[src/rtl/onehot_gen_32.sv]
// One-hot word generator: a start request walks a single set bit from position 0 up to
// the requested amount, one position per cycle, then pulses done for one cycle.
module onehot_gen_32 (
    input  logic        clk,
    input  logic        rst,
    input  logic        start,
    input  logic [5:0]  amt,
    output logic        busy,
    output logic        done,
    output logic [31:0] out,
    output logic        ovf
);

    typedef enum logic [1:0] {
        StIdle  = 2'b00,
        StShift = 2'b01,
        StDone  = 2'b10
    } state_e;

    state_e      state_q, state_d;
    logic [31:0] out_q, out_d;
    logic [4:0]  cnt_q, cnt_d;
    logic        ovf_q, ovf_d;

    always_comb begin
        state_d = state_q;
        out_d   = out_q;
        cnt_d   = cnt_q;
        ovf_d   = ovf_q;
        case (state_q)
            StIdle: begin
                if (start) begin
                    // Amounts past the word width skip shifting and report overflow at once.
                    if (amt[5]) begin
                        state_d = StDone;
                        out_d   = '0;
                        ovf_d   = 1'b1;
                    end else begin
                        state_d = StShift;
                        out_d   = 32'h0000_0001;
                        cnt_d   = amt[4:0];
                        ovf_d   = 1'b0;
                    end
                end
            end
            StShift: begin
                if (cnt_q != 5'd0) begin
                    out_d = out_q << 1;
                    cnt_d = cnt_q - 5'd1;
                end else begin
                    state_d = StDone;
                end
            end
            StDone: begin
                state_d = StIdle;
            end
            default: begin
                state_d = StIdle;
            end
        endcase
    end

    always_ff @(posedge clk) begin
        if (rst) begin
            state_q <= StIdle;
            out_q   <= '0;
            cnt_q   <= '0;
            ovf_q   <= 1'b0;
        end else begin
            state_q <= state_d;
            out_q   <= out_d;
            cnt_q   <= cnt_d;
            ovf_q   <= ovf_d;
        end
    end

    // Status is decoded from the state register only, so start/amt never reach it directly.
    assign done = (state_q == StDone);
    assign busy = (state_q == StShift) || (state_q == StDone);
    assign out  = out_q;
    assign ovf  = ovf_q;

endmodule
[config.mk]
export PLATFORM = sky130hd
export DESIGN_NAME = onehot_gen_32
export DESIGN_NICKNAME = d
export VERILOG_FILES = /design/src/rtl/onehot_gen_32.sv
export SDC_FILE = /design/constraint.sdc
export NUM_CORES = 1
export LEC_CHECK = 0
export ABC_AREA = 1
export BUFFER_PORTS_ARGS = -buffer_cell sky130_fd_sc_hd__buf_2
export CORE_UTILIZATION = 60
export CTS_BUF_LIST = sky130_fd_sc_hd__clkbuf_4 sky130_fd_sc_hd__clkbuf_8
export DETAILED_ROUTE_END_ITERATION = 8
export PLACE_DENSITY = 0.87
export SLEW_MARGIN = 25
export SYNTH_ARGS = -nofsm -noshare
export SYNTH_HDL_FRONTEND = slang
export SYNTH_SLANG_ARGS = --single-unit
export TNS_END_PERCENT = 50
[constraint.sdc]
create_clock -name clk -period 3.9 [get_ports clk]
set_input_delay 0.39 -clock clk [delete_from_list [all_inputs] [get_ports clk]]
set_output_delay 0.39 -clock clk [all_outputs]
set_load 0.02 [all_outputs]
Word-level counts from Yosys, hierarchy flattened
Index checks and enable logic that the tools add are counted.
Word-level totals
  flip-flop bits (word level): 40
  output and inout bits: 35
  word-level logic and storage cells: 32
  input bits: 9
Operators by class
  add/subtract/negate cells: 1
  reduce and logical (&&, ||, !) cells: 8
  eq/ne operators: 6
  multiplexer cells: 13
Operator list (number)
  32-bit 2-to-1 mux: 2
  32-bit case mux with 2 select lines: 1
  5-bit 2-to-1 mux: 3
  5-bit case mux with 2 select lines: 1
  2-bit inequality test, second input constant: 4
  2-bit 2-to-1 mux: 3
  5-bit nonzero test: 1
  5-bit by 1-bit subtractor with 5-bit output, second input constant: 1
  2-bit case mux with 2 select lines: 1
  2-bit AND reduction: 2
  4-bit AND reduction: 1
  3-bit AND reduction: 1
  2-bit by 1-bit == test with 1-bit output, second input constant: 1
  2-bit == test, second input constant: 1
  2-bit zero test: 1
  1-bit 2-to-1 mux: 2
  2-bit nonzero test: 1
  1-bit logical OR: 1

Logic depth before layout (Yosys ltp)
  word-level depth: 3
  depth in mapped cells: 10
  gate-level depth less buffers: 8

Worst setup path before layout
OpenSTA, ideal clock, no wires.
  kind: reg-to-reg
  start: reg state_q[0]
  end: reg out_q[0] (netlist: out[0])
  setup slack: 2.415 ns
  data arrival time: 1.357 ns
  data required time: 3.772 ns
  clock period less this slack: 1.485 ns
  buffers on the path: 2
  setup time: 0.128 ns
  cell stages (with the launch flop): 11
  path through: dfxtp_1 > inv_1 > ha_1 > inv_2 > or2_0 > buf_4 > nand3_2 > buf_4 > nand2_1 > nand2_1 > nor2_1
On the way
  word-level cells in the longest chain between the ends: 3
  elaborated cells on any way between the ends: 7
  classes of those cells: eq/ne: 3; mux: 1; reduce/logical: 3
RTL lines
  start, declared: RTL line 20  | state_e state_q, state_d;
  start signal, assigned: RTL line 65  | state_q <= StIdle;
  start signal, assigned: RTL line 70  | state_q <= state_d;
  2-bit by 1-bit == test with 1-bit output / 2-bit zero test (equally long branches): RTL line 30  | case (state_q)
  2-bit inequality test (no source line) / 2-bit nonzero test (equally long branches)
  3-bit AND reduction (no source line)
  end signal, assigned: RTL line 71  | out_q <= out_d;
  end, declared: RTL line 21  | logic [31:0] out_q, out_d;
Several ways; a longest one is shown, not always the timed one.
A chain may end at the register's enable or synchronous reset.

Final worst setup path
  start: reg state_q[0]
  end: reg out_q[1] (netlist: out[1])
Same word-level chain as after synthesis.

==> results_dict.tcl <==
set metrics [dict create \
    hold_class "in -> reg" \
    ys_ff_latch 40 \
    post_cts_buffers 0 \
    grtUsageTotal 0.251 \
    cts-hold-fix-buffers 0 \
    die_y_um 60.8 \
    critPathLaunchType "flip-flop" \
    io_pins 44 \
    grt_max_degree 40 \
    antenna_found_initial 0 \
    tns_ns 0 \
    cts-htree-levels 2 \
    maxSlewViolCount 0 \
    grt_overflow_total 0 \
    clk_pin_slew_ns 0.11 \
    stdcell_count 407 \
    arrival_ns 2.52 \
    die_w_um 60.8 \
    design.die.area_um2 3690 \
    cts_buffers 5 \
    cts_resized 0 \
    area_delta_synth_final_pct 11.9 \
    layout.nets 376 \
    grt.busiest_layer "met2" \
    leakagePower_nw 1.24 \
    grt_pass1_wl_um 7000 \
    cts.sinks 40 \
    drt_iter0_drc 128 \
    rows 20 \
    insertion_delay_ns 0.34 \
    cts-root-buf "clkbuf_4" \
    drc 0 \
    n_antenna_cell 0 \
    clockBufferDepth 2 \
    finalSetupViolCount 0 \
    drtAntennaViolNets 0 \
    r2r_slack_ns 1.65 \
    hpwl_um 2730 \
    grt_use_met2 0.440 \
    timing.final.crit_period_ns 2.25 \
    min_period_over_period 0.577 \
    slew_headroom 0.582 \
    dp.cells 400 \
    end_kind "flip-flop" \
    viasPerCell 5.01 \
    cts_tree "built" \
    grt_pass1_vias 1644 \
    required_ns 4.17 \
    cap_violations 0 \
    synth_nets 343 \
    yosysUniqueCellTypes 20 \
    grt_use_met1 0.305 \
    worstMarginPinSlew_ns 0.627 \
    yosys_warnings 0 \
    hold_viol_final 0 \
    start_util 0.657 \
    synth_area_um2 2070 \
    cp_max_fo 36 \
    drt-total-wl_um 4310 \
    drive_gt1_frac 0.160 \
    powerDensity_nw_per_um2 508 \
    vdd_drop_max_mv 0.326 \
    synth_seq_area_share 0.386 \
    syn_inst 330 \
    grt_use_met3 0.0597 \
    fmax_ghz 0.444 \
    core_area_um2 3150 \
    wire_per_inst_um 10.6 \
    syn_avg_cell_area_um2 6.28 \
    status "finished, final reports clean" \
    skew_ns 0.00436 \
    rsz0062_at_grt "no" \
    vias 2041 \
    dr.pass1.iters 4 \
    criticalPathCategory "reg -> reg" \
    gp_congestion 0.781 \
    port_buffers 43 \
]
metrics by stage:
step                      instance area, um2  hold WS [ns]   util  setup slack [ns]  power, mW
after global routing                    2320         0.358  0.735              1.40       1.27
after detailed placement                2270         0.491  0.719              1.70      0.983
after global placement                  2270         0.472  0.719              1.78      0.973
final                                   2320         0.366  0.735              1.65       1.18
after floorplan                         2070         0.456      -              2.42      0.881
after CTS                               2320         0.359  0.735              1.68       1.18
cell usage after synthesis, drive strengths merged:
| cell | n | area (um2) |
|---|---|---|
| clkbuf | 6 | 22.5 |
| or2 | 2 | 12.5 |
| ha | 4 | 50.1 |
| nand4 | 33 | 206 |
| o21ai | 3 | 15.0 |
| nand3 | 6 | 40.0 |
| a21oi | 4 | 20.0 |
| nor3 | 1 | 5.00 |
| buf | 15 | 81.3 |
| nand2 | 124 | 465 |
| dfxtp | 40 | 801 |
| o211ai | 1 | 7.51 |
| inv | 44 | 165 |
| o21a | 1 | 7.51 |
| nor2 | 46 | 173 |
cells in the final DEF (no fill, tap or decap), types with 4 or more instances in the layout:
master,count
nand4_1,33
nand3_1,4
dfxtp_1,40
clkbuf_4,6
nand2_1,124
a21oi_1,4
inv_1,43
buf_2,43
ha_1,4
nor2_1,46
buf_4,4
worst max-delay path: stages, from the launching register on:
cell,delay (ns)
dfxtp_1,0.38
inv_1,0.08
ha_1,0.25
inv_2,0.08
or2_1,0.09
buf_4,0.34
nand3_2,0.59
nand2_1,0.20
nand2_1,0.06
nor2_1,0.10
registers in the layout, indices dropped and copies added, names as in the netlist:
register	flops
cnt_q	5
out	32
ovf	1
state_q	2
report_power, final:
part / switching (mW) / total [mW] / internal (mW)
clock: 0.129 / 0.202 / 0.0735
sequential: 0.0465 / 0.521 / 0.474
combinational: 0.298 / 0.454 / 0.156
total: 0.473 / 1.18 / 0.704
layout make-up:
cell class                      instances  area (um2)
Clock inverter                          1        5.00
Timing Repair Buffer                   47         245
Clock buffer                            6        45.0
Sequential cell                        40         801
Tap cell                               44        55.1
Multi-Input combinational cell        225        1000
Inverter                               44         165
Fill cell                             270         835
cells by family after synthesis:
logic type,share of synthesized area
simple gates,0.435
fa+ha+maj,0.0242
compound gates,0.0242
buf+inv,0.130
flops,0.386
per-layer routing:
metal | wire length [um] | up-vias
li1 | - | 1082
met1 | 1990 | 904
met3 | 181 | 5
met4 | 43 | 0
met5 | 0 | -
met2 | 2090 | 50
path summary, 6_finish.rpt:
| kind | startpoint | to | cells after the start |
|---|---|---|---|
| min | amt[0] | cnt_q[0] | 4 |
| min reg2reg | state_q[0] | state_q[0] | 2 |
| max reg2reg | state_q[0] | out[1] | 9 |
| max | state_q[0] | out[1] | 9 |
No activity file was read; power rests on OpenSTA's default activity.
